==> src/rtl/cache_victim_wb_buffer_pkg.sv <==
// Shared definitions for the victim write-back buffer: default geometry,
// derived line/beat sizes and the drain FSM state encoding.
package cache_victim_wb_buffer_pkg;

    localparam int PA_BITS_DEF  = 34;
    localparam int LINELEN_DEF  = 512;
    localparam int BEATLEN_DEF  = 64;
    localparam int DEPTH_DEF    = 2;

    localparam int BEATSPERLINE = LINELEN_DEF / BEATLEN_DEF;
    localparam int LOGBEATS     = $clog2(BEATSPERLINE);
    localparam int OFFSETLEN    = $clog2(LINELEN_DEF / 8);

    typedef enum logic {
        WB_IDLE,
        WB_SEND
    } wbStateT;

endpackage

==> src/rtl/cache_victim_wb_buffer_victimentrymatch.sv <==
// Per-entry line-address comparator: flags a valid victim entry whose line
// tag equals the tag of the miss address being looked up.
module victimentrymatch
    import cache_victim_wb_buffer_pkg::*;
#(
    parameter int TAGW = PA_BITS_DEF - OFFSETLEN
) (
    input  logic            valid,
    input  logic [TAGW-1:0] entryTag,
    input  logic [TAGW-1:0] lookupTag,
    output logic            match
);

    assign match = valid & (entryTag == lookupTag);

endmodule

==> src/rtl/cache_victim_wb_buffer.sv <==
// Victim write-back buffer: a small circular FIFO of evicted dirty lines
// that drains to the bus as fixed-length write bursts, with a combinational
// lookup so a refill of a still-pending victim line can be stalled.
module cache_victim_wb_buffer
    import cache_victim_wb_buffer_pkg::*;
#(
    parameter int PA_BITS = 34,
    parameter int LINELEN = 512,
    parameter int BEATLEN = 64,
    parameter int DEPTH   = 2
) (
    input  logic                                 clk,
    input  logic                                 reset,
    input  logic                                 VictimValid,
    input  logic [PA_BITS-1:0]                   VictimAdr,
    input  logic [LINELEN-1:0]                   VictimLine,
    output logic                                 VictimReady,
    input  logic [PA_BITS-1:0]                   LookupAdr,
    output logic                                 LookupHit,
    output logic                                 BusReq,
    output logic [PA_BITS-1:0]                   BusAdr,
    output logic [BEATLEN-1:0]                   BusWData,
    output logic [$clog2(LINELEN/BEATLEN)-1:0]   BusBeat,
    output logic                                 BusLast,
    input  logic                                 BusAck,
    output logic                                 Empty
);

    localparam int BEATS    = LINELEN / BEATLEN;
    localparam int LOGB     = $clog2(BEATS);
    localparam int OFFL     = $clog2(LINELEN / 8);
    localparam int BYTESLOG = $clog2(BEATLEN / 8);
    localparam int PTRW     = (DEPTH > 1) ? $clog2(DEPTH) : 1;
    localparam int CNTW     = $clog2(DEPTH) + 1;
    localparam int TAGW     = PA_BITS - OFFL;

    wbStateT           state, stateNext;
    logic [PTRW-1:0]   head, tail;
    logic [CNTW-1:0]   count, countNext;
    logic [LOGB-1:0]   beat;
    logic [DEPTH-1:0]  entryValid;
    logic [DEPTH-1:0]  entryMatch;
    logic [TAGW-1:0]   entryTag  [DEPTH];
    logic [LINELEN-1:0] entryData [DEPTH];
    logic              push, beatAck, lastAck;
    logic              unusedOffsetBits;

    // Pointer advance that wraps at DEPTH even when DEPTH is 1.
    function automatic logic [PTRW-1:0] incPtr(input logic [PTRW-1:0] p);
        if (p == PTRW'(DEPTH - 1)) return '0;
        return p + PTRW'(1);
    endfunction

    // Offset bits of both addresses are irrelevant: lines are always aligned.
    assign unusedOffsetBits = ^{VictimAdr[OFFL-1:0], LookupAdr[OFFL-1:0]};

    // Acceptance is based on current occupancy only; a drain finishing in the
    // same cycle does not free a slot until the next cycle.
    assign VictimReady = (count != CNTW'(DEPTH));
    assign push        = VictimValid & VictimReady;
    assign Empty       = (count == '0);

    assign BusReq   = (state == WB_SEND);
    assign BusBeat  = beat;
    assign BusLast  = BusReq & (beat == LOGB'(BEATS - 1));
    assign BusAdr   = {entryTag[head], OFFL'(0)} + (PA_BITS'(beat) << BYTESLOG);
    assign BusWData = entryData[head][beat*BEATLEN +: BEATLEN];

    assign beatAck   = BusReq & BusAck;
    assign lastAck   = BusLast & BusAck;
    assign countNext = count + CNTW'(push) - CNTW'(lastAck);

    // Drain FSM: start a burst once something is queued, stop when the last
    // beat of the last queued line is accepted.
    always_comb begin
        stateNext = state;
        case (state)
            WB_IDLE: if (count != '0) stateNext = WB_SEND;
            WB_SEND: if (lastAck && (countNext == '0)) stateNext = WB_IDLE;
            default: stateNext = WB_IDLE;
        endcase
    end

    // Control state: FSM, FIFO pointers, occupancy, beat counter, valids.
    always_ff @(posedge clk or posedge reset) begin
        if (reset) begin
            state      <= WB_IDLE;
            head       <= '0;
            tail       <= '0;
            count      <= '0;
            beat       <= '0;
            entryValid <= '0;
        end else begin
            state <= stateNext;
            count <= countNext;
            if (push) tail <= incPtr(tail);
            if (lastAck) begin
                head <= incPtr(head);
                beat <= '0;
            end else if (beatAck) begin
                beat <= beat + LOGB'(1);
            end
            for (int i = 0; i < DEPTH; i++) begin
                if (lastAck && (head == PTRW'(i))) entryValid[i] <= 1'b0;
                if (push && (tail == PTRW'(i)))    entryValid[i] <= 1'b1;
            end
        end
    end

    // Line storage: written at the tail on push; contents need no reset
    // because the valids gate every use.
    always_ff @(posedge clk) begin
        if (push) begin
            entryTag[tail]  <= VictimAdr[PA_BITS-1:OFFL];
            entryData[tail] <= VictimLine;
        end
    end

    for (genvar g = 0; g < DEPTH; g++) begin : gMatch
        victimentrymatch #(
            .TAGW(TAGW)
        ) uMatch (
            .valid     (entryValid[g]),
            .entryTag  (entryTag[g]),
            .lookupTag (LookupAdr[PA_BITS-1:OFFL]),
            .match     (entryMatch[g])
        );
    end

    assign LookupHit = |entryMatch;

endmodule

==> config.mk <==
export PLATFORM = sky130hd
export DESIGN_NAME = cache_victim_wb_buffer
export DESIGN_NICKNAME = d
export VERILOG_FILES = /design/src/rtl/cache_victim_wb_buffer_pkg.sv /design/src/rtl/cache_victim_wb_buffer_victimentrymatch.sv /design/src/rtl/cache_victim_wb_buffer.sv
export SDC_FILE = /design/constraint.sdc
export NUM_CORES = 1
export LEC_CHECK = 0
export CORE_MARGIN = 2
export CORE_UTILIZATION = 45
export CTS_BUF_LIST = sky130_fd_sc_hd__clkbuf_8
export CTS_CLUSTER_DIAMETER = 80
export DETAILED_ROUTE_END_ITERATION = 7
export PLACE_DENSITY = 0.69
export SLEW_MARGIN = 10
export SYNTH_ARGS = -nofsm -noshare
export SYNTH_HDL_FRONTEND = slang
export SYNTH_SLANG_ARGS = --single-unit
==> constraint.sdc <==
create_clock -name clk -period 25.8 [get_ports clk]
set_input_delay 2.58 -clock clk [delete_from_list [all_inputs] [get_ports clk]]
set_output_delay 2.58 -clock clk [all_outputs]
set_load 0.02 [all_outputs]
# Yosys cells after proc, flatten, opt, wreduce, memory -nomap -nowiden
# Memory sizes are Yosys's and may differ from the RTL's.
# Cells that the tools add are included.
# totals
ff_bits,10
mem_bits_rw,1080
output_inout_bits,106
n_memories,2
# op_classes
n_addsub,6
n_eq_ne,4
shifts,1
muxes,19
bitwise,9
n_reduce_logical,12
# mem_list
memory,words,word_bits,read_ports,rd_clocked_by_memory_dff,wr,line,text
entryData,2,512,1,0,1,cache_victim_wb_buffer.sv:44,logic [LINELEN-1:0] entryData [DEPTH];
entryTag,2,28,3,0,1,cache_victim_wb_buffer.sv:43,logic [TAGW-1:0] entryTag [DEPTH];
# ops
operator,n
$shiftx A512 B10 Y64,1
$eq A28 B28 Y1,2
$add A34 B6 Y34,1
$mux W1,16
$reduce_bool A2 Y1,4
$and A1 B1 Y1,6
$mux W3,2
$logic_and A1 B1 Y1,5
$logic_not A2 Y1,2
$add A3 B1 Y3 const B,1
$eq A3 B3 Y1 const B,1
$not A1 Y1,3
$add A1 B1 Y1 const B,2
$add A2 B1 Y2,1
$ne A2 B2 Y1 const B,1
$pmux W1 S2,1
$reduce_or A2 Y1,1
$sub A2 B1 Y2,1

# Depth between registers and ports, before layout
# Gate-level depths: netlist of run 1.
# logic_depth
word_depth,8
ltp_mapped,11
depth_no_buf,11

# Modules after synthesis
# From an unflattened synthesis of run 1, not the netlist that was laid out.
# hier_totals
hier_cells,1773
hier_area_um2,41401.0
# modules_own_cells
module,n_inst,cells_per_inst,area_per_inst_um2
cache_victim_wb_buffer,1,1697,40777.9
victimentrymatch,2,38,311.5

# Least setup slack after synthesis of run 1
# Ideal clock, no wire load.
# synth_timing
path_kind,input port to flip-flop
startpoint,input port VictimValid
endpoint,"memory entryData[0][0], enable pin"
setup_time_ns,1.459
t_arrival_ns,25.022
path_slack_ns,-0.681
cell_stages,2
cell_sequence,nand2_1 -> nor2_1
# synth_via
elab_chain_len,3
# synth_rtl
item,line,text
start: declaration,cache_victim_wb_buffer.sv:14,"input logic VictimValid,"
$and A1 B1 Y1,cache_victim_wb_buffer.sv:60,assign push = VictimValid & VictimReady;
$mux W1,cache_victim_wb_buffer.sv:113,if (push) begin
$mux W1 (implied by the code),cache_victim_wb_buffer.sv:115,entryData[tail] <= VictimLine;
end: declaration,cache_victim_wb_buffer.sv:44,
# Every way passes these cells.

# Worst setup path in the final report of run 1
# layout_timing
startpoint,register head
endpoint,output port BusWData[46]
# layout_via
elab_chain_len,2
# layout_rtl
item,line,text
start: declaration,cache_victim_wb_buffer.sv:38,"logic [PTRW-1:0] head, tail;"
start signal: assignment,cache_victim_wb_buffer.sv:98,head <= incPtr(head);
$mem_v2 Z2 W512,--,
$shiftx A512 B10 Y64,cache_victim_wb_buffer.sv:67,assign BusWData = entryData[head][beat*BEATLEN +: BEATLEN];
end: declaration,cache_victim_wb_buffer.sv:22,"output logic [BEATLEN-1:0] BusWData,"
# Every way passes these cells.

==> results of run 1 <==
-- power by group through the flow --
stage | combinational (uW) | clock (uW) | sequential, uW
after floorplan | 1210 | 0 | 2780
after global placement | 1880 | 0 | 2570
after detailed placement | 1890 | 0 | 2600
after CTS | 1900 | 1390 | 2560
after global routing | 1980 | 1470 | 2590
final | 1860 | 1350 | 2560
-- path summary, 6_finish.rpt --
| path | from | endpoint | slack (ns) | depth (start not counted) |
|---|---|---|---|---|
| setup / recovery | head$_DFFE_PP0N_ | BusWData[46] | 17.18 | 7 |
| hold / removal | entryValid[1]$_DFFE_PP0P_ | entryValid[1]$_DFFE_PP0P_ | 0.51 | 1 |
| setup reg to reg | count[1]$_DFF_PP0_ | entryData[0][293]$_DFFE_PP_ | 22.01 | 6 |
| hold reg to reg | entryValid[1]$_DFFE_PP0P_ | entryValid[1]$_DFFE_PP0P_ | 0.51 | 1 |
| max in group asynchronous | reset | head$_DFFE_PP0N_ | 23.30 | 2 |
| min in group asynchronous | reset | BusBeat[0]$_DFFE_PP0P_ | 2.18 | 2 |
-- routing by layer --
layer	routed length [um]	up-vias	GRT usage [%]	share of wire (%)
li1	-	9206	-	-
met1	36600	10700	24.6	36
met2	52700	811	35.8	52
met3	8810	214	7.77	8.7
met4	3080	50	9.54	3.0
met5	352	-	0	0.35
-- stage by stage --
stage	area (um2)	worst slack, ns	cells
after floorplan	41400	8.49	1776
after global routing	52600	16.53	3914
after CTS	52500	16.86	3884
final	52600	17.18	3918
after detailed placement	49300	17.82	3566
after global placement	49300	17.85	3566
-- worst max-delay path, cell delays in order (launching register included) --
cell and delay [ns]:
dfrtp_4 0.87, buf_4 0.67, buf_4 0.85, buf_4 0.93, mux4_2 0.70, a22oi_1 0.41, nand2_1 0.12, clkdlybuf4s50_1 0.56
-- synthesized netlist by cell type (4+ instances only) --
cell | count | area, um2
buf_6 | 16 | 180
nand2_1 | 70 | 263
mux4_2 | 256 | 5770
dfrtp_1 | 10 | 250
clkbuf_1 | 33 | 124
a22oi_1 | 128 | 961
nor4_1 | 6 | 37.5
buf_4 | 12 | 90.1
mux2_1 | 27 | 304
buf_1 | 10 | 37.5
edfxtp_1 | 1080 | 32400
ha_1 | 4 | 50.1
nor2_1 | 4 | 15.0
xnor2_1 | 30 | 263
buf_2 | 23 | 115
nand4_1 | 8 | 50.1
xor2_1 | 30 | 263
nor3_1 | 5 | 25.0
-- flip-flops by register name, summed over array words and instances (netlist names) --
| name | flops |
|---|---|
| BusBeat | 3 |
| BusReq | 1 |
| count | 2 |
| entryData | 1024 |
| entryTag | 56 |
| entryValid | 2 |
| head | 1 |
| tail | 1 |
-- layout make-up --
type / instances / area (um2)
antenna: 34 / 85.1
inverter: 3 / 11.3
tap: 1186 / 1480
clock buffer: 178 / 2450
multi-input combinational: 589 / 8170
fill: 6724 / 38800
sequential: 1090 / 32700
timing repair buffer: 698 / 6990
clock inverter: 140 / 746
-- cell families (layout without fill, tap and decap cells) --
kind of cell / count (synthesis) / after routing
DFF: 1090 / 1090
adders and majority gates: 4 / 4
muxes: 285 / 285
AOI/OAI and AO/OA: 134 / 134
and+or+nand+nor: 103 / 103
buffers and inverters: 97 / 1019
other: 1 / 37
xor gates and xnor gates: 60 / 60
==> impl_results.md, run 1 <==
* Status: finished, final reports clean
* Startpoint Class: register
* Worst-path clk slew at ~0.050 ns
* Switching Fraction at 31.4%
* Synth warn at 0
* Slew at the pin with the worst max-slew slack at 1.24 ns
* Max-slew headroom at 17.4%
* Synth Area in Simple Gates at 1.10%
* Post_cts resized at 0
* HP Class: reg -> reg
* Combinational Power Share at 32.3%
* Number of synthesized register bits at 1090
* Layout cells sized above 1 at 18.3%
* ANT nets after route at 0
* CORE AREA at 91400 um2
* CTS root buffer: clkbuf_8
* P_sw at between 1500 and 2000 uW
* Gpl congestion at around 0.83
* Number of CTS-inserted buffers at 176
* Most frequent cells in the layout: edfxtp_1, clkdlybuf4s50_1, mux4_2, clkbuf_8, a22oi_1
* Final hold viol count at 0
* Leak at 0.0173 uW
* Hold WS at 0.507 ns
* WL/cell at 25.9 um
* Buffers on Ports at 674
* Power Density at 110 nW/um2
* Layout area overhead at 27.2%
* Worst Path Max Fanout at 50
* Slew Viols, Final at 0
* Crit path time final at 8.62 ns
* Post-DP HPWL at 66600 um
* Worst skew pair latency at 0.85 ns
* Drt pass-1 iters at 5
* Setup Crit Path Kind: reg -> out
* Ports at 690
* Period utilisation layout at 33.4%
* Die Y at 307 um
* Grt total ovfl at 0
* Die Footprint at 94400 um2
* Initial antenna violation count at 61
* Vias/cell at 5.36
* Clock share of power at 23.4%
* Total number of vias at roughly 21000
* Tot Pwr at between 5000 and 6000 uW
* Adder-cell share of the synthesized area at less than 1%
* First-pass GRT wire length at 146000 um
* VDD IR max at 0.0000734 V
* Synth Area in XOR/XNOR at under 10%
* DRT iter0 DRCs at roughly 1800
* Power Internal at between 3000 and 4000 uW
* Most common library cell in the layout ignoring fill and taps: edfxtp_1
* Cell count after synthesis at 1774
* Syn_area_per_cell at ~23 um2
* Ys async rst share at 0.917%
* Vias in the first global route at 22900
* Final nets at 3146
* Skew final at 0.0472 ns
* Die Width at 307 um
* Total track usage at 21.3%
* Final wirelength at 102000 um
* CTS tree: yes
* Sequential share of power at 44.3%
* Max Cap Viol at 0
* Sum Neg Setup Slack at 0 ns
* Finished Core Util at a little under three fifths
* CTS Sinks at between 1000 and 1500
* Main combinational cell family by area after synthesis: multiplexers
* Crit end category: output pin
* Synth Area in Compound Gates at under 10%
* Synthesized cell area at 41400 um2
* Largest net degree at the start of global routing at about 190
* Post-synth EDFFs at 1080
* Initial Util at 45.3%
* Post-CTS setup buffers at 0
* Rows at 111
* Fmax at around 120 MHz
* Unrepaired setup endpoints after global routing: no
* Synth unique cells at 31
* Cts-stage hold buffer count at 0
* Sequential-to-total area share from yosys stat at 79.0%
* H-tree lvl count at 4
* Worst EP arrival at ~6.0 ns
* # setup viols final at 0
* Mux cell area share after synthesis at between 10% and 20%
* Drt drc at 0
* Ys flop type: edfxtp_1
* Worst EP required at 23.22 ns
* Max clock buf depth at 3
Power figures use the tool's default switching activity.
==> inputs of run 2 (changes only) <==
==> constraint.sdc (replaced) <==
create_clock -name clk -period 6.9 [get_ports clk]
set_input_delay 0.69 -clock clk [delete_from_list [all_inputs] [get_ports clk]]
set_output_delay 0.69 -clock clk [all_outputs]
set_load 0.02 [all_outputs]
==> run 2 against run 1 <==
  * Clock-buffer cell count decreased by 3
  * Die area is the same
  * Register-to-register slack got worse by 18 ns
  * Combinational power increased to 3.8 times the previous value
  * Clock power rose to 3.6 times the previous value
  * Non-clock buffer count up 1
  * Final area fell by 0.16%
  * Critical endpoint is now BusWData[35]
  * Highest routed layer unchanged
==> impl_results.md, run 2 (same netlist as run 1, synthesis figures left out) <==
* Status: finished, final reports clean
* Drt drc at 0
* Total number of vias at 21100
* Total track usage at 21.8%
* Final nets at 3144
* Grt total ovfl at 0
* Crit end category: output pin
* Vias/cell at 5.40
* R2R cell count at 12
* H-tree lvl count at 4
* Initial Util at between 40% and 50%
* Sum Neg Setup Slack at 0 ns
* VDD IR max at 0.000324 V
* Slew Viols, Final at 0
* Max clock buf depth at 3
* WL/cell at 26.5 um
* CTS tree: yes
* CTS root buffer: clkbuf_8
* Critical Path Stages at 6
* DRT iter0 DRCs at 1782
* Crit path time final at 4.87 ns
* Clock share of power at 22.6%
* Power Internal at 14700 uW
* Drt pass-1 iters at 5
* Worst path max stage delay at about 1.1 ns
* Number of CTS-inserted buffers at 173
* Die Width at 307 um
* Ports at just under 700
* Layout cells sized above 1 at 18.4%
* Die Y at 307 um
* Sequential share of power at 44.6%
* CORE AREA at approximately 91000 um2
* Critical path, cell by cell: buf_12 -> buf_12 -> mux4_2 -> a22oi_1 -> nand2_1 -> clkdlybuf4s50_1
* Worst EP required at 6.21 ns
* Worst-path clk slew at 0.06 ns
* Power Density at just over 400 nW/um2
* Worst EP arrival at 4.18 ns
* Startpoint Class: register
* Skew final at 0.0504 ns
* Setup Crit Path Kind: reg -> out
* Worst Path Max Fanout at 46
* Crit path buf inv count at 3
* Post-DP HPWL at slightly below 70000 um
* Most used cell, CP: buf_12
* Max Cap Viol at 0
* First-pass GRT wire length at 148000 um
* Period utilisation layout at 70.6%
* HP Class: in -> async
* Initial antenna violation count at between 40 and 50
* Leak at 0.0172 uW
* Combinational Power Share at between 30% and 40%
* Slew at the pin with the worst max-slew slack at around 1.2 ns
* CP delay by family, top: buffers and inverters
* Most frequent cells in the layout: edfxtp_1, clkdlybuf4s50_1, mux4_2, clkbuf_8, a22oi_1
* Most flop-heavy register: entryData
* Largest net degree at the start of global routing at 175
* Vias in the first global route at 23100
* Rows at 111
* Max stage delay cell, worst path: dfrtp_4
* Fmax at 205 MHz
* Final hold viol count at 0
* Buffers on Ports at 674
* Number of flip-flops under the largest register name at 1024
* Final wirelength at 103000 um
* Post_cts resized at 0
* # setup viols final at 0
* Cts-stage hold buffer count at 0
* ANT nets after route at 0
* Unrepaired setup endpoints after global routing: no
* Die Footprint at 94400 um2
* Max-slew headroom at about a fifth
* Finished Core Util at between 50 and 60%
* Layout area overhead at 27.0%
* Gpl congestion at 0.825
* Most common library cell in the layout ignoring fill and taps: edfxtp_1
* Switching Fraction at 31.6%
* CTS Sinks at approximately 1100
* P_sw at 6770 uW
* Worst skew pair latency at 0.85 ns
* Post-CTS setup buffers at 0
-- run 2: cell types whose count changed in the layout (fill, tap and decap cells not counted), moves of 2 or more --
cell	change
buf_12	+6
diode_2	-10
clkbuf_8	-3
clkinv_1	-7
inv_6	-2
bufinv_16	-3
clkinv_2	+7
buf_4	-5
inv_8	-2
-- run 2: worst reg2reg max path, stage by stage, from the launching register on --
cell	delay [ns]
dfrtp_4	0.86
buf_12	0.55
ha_1	0.24
ha_1	0.20
nand3_1	0.18
inv_1	0.12
ha_1	0.24
inv_1	0.06
ha_1	0.15
xnor2_1	0.14
xnor2_1	0.11
nor3_1	0.18
nor2_1	0.09
-- run 2: final timing paths --
check	startpoint	slack [ns]	to
max	head$_DFFE_PP0N_	2.03	BusWData[35]
min	reset	0.16	head$_DFFE_PP0N_
max reg2reg	BusBeat[0]$_DFFE_PP0P_	3.66	BusReq$_DFF_PP0_
min reg2reg	entryValid[1]$_DFFE_PP0P_	0.52	entryValid[1]$_DFFE_PP0P_
max in group asynchronous	reset	6.40	BusBeat[0]$_DFFE_PP0P_
min in group clk	VictimLine[213]	0.42	entryData[0][213]$_DFFE_PP_
-- run 2: through the flow --
stage	total power [uW]	instances	worst slack (ns)	hold WS [ns]	area [um2]
finish	21400	3900	2.03	0.157	52500
global route	22500	3895	1.66	0.139	52500
CTS	21700	3876	1.78	0.0691	52500
detailed placement	16900	3567	2.74	0.507	49400
global placement	16700	3567	2.73	0.499	49400
floorplan	14400	1776	-2.23	0.450	41400
-- run 2: power groups by stage --
stage	combinational [uW]	clock (uW)	sequential, uW
floorplan	4520	0	9900
global placement	7090	0	9600
detailed placement	7150	0	9710
CTS	7180	4990	9580
global route	7500	5270	9690
finish	7040	4850	9560
-- run 2: final cells by class --
type / instances / area [um2]
Fill cell: 6710 / 38800
Multi-Input combinational cell: 589 / 8190
Inverter: 3 / 11.3
Antenna cell: 24 / 60.1
Timing Repair Buffer: 699 / 7070
Sequential cell: 1090 / 32700
Clock buffer: 175 / 2410
Clock inverter: 134 / 628
Tap cell: 1186 / 1480
-- run 2: routing by layer --
layer	global-route usage [%]	wire, um	up-vias
li1	-	-	9187
met1	25.1	37200	10800
met2	37.1	53900	789
met3	7.55	8480	230
met4	9.13	3550	46
met5	0	299	-
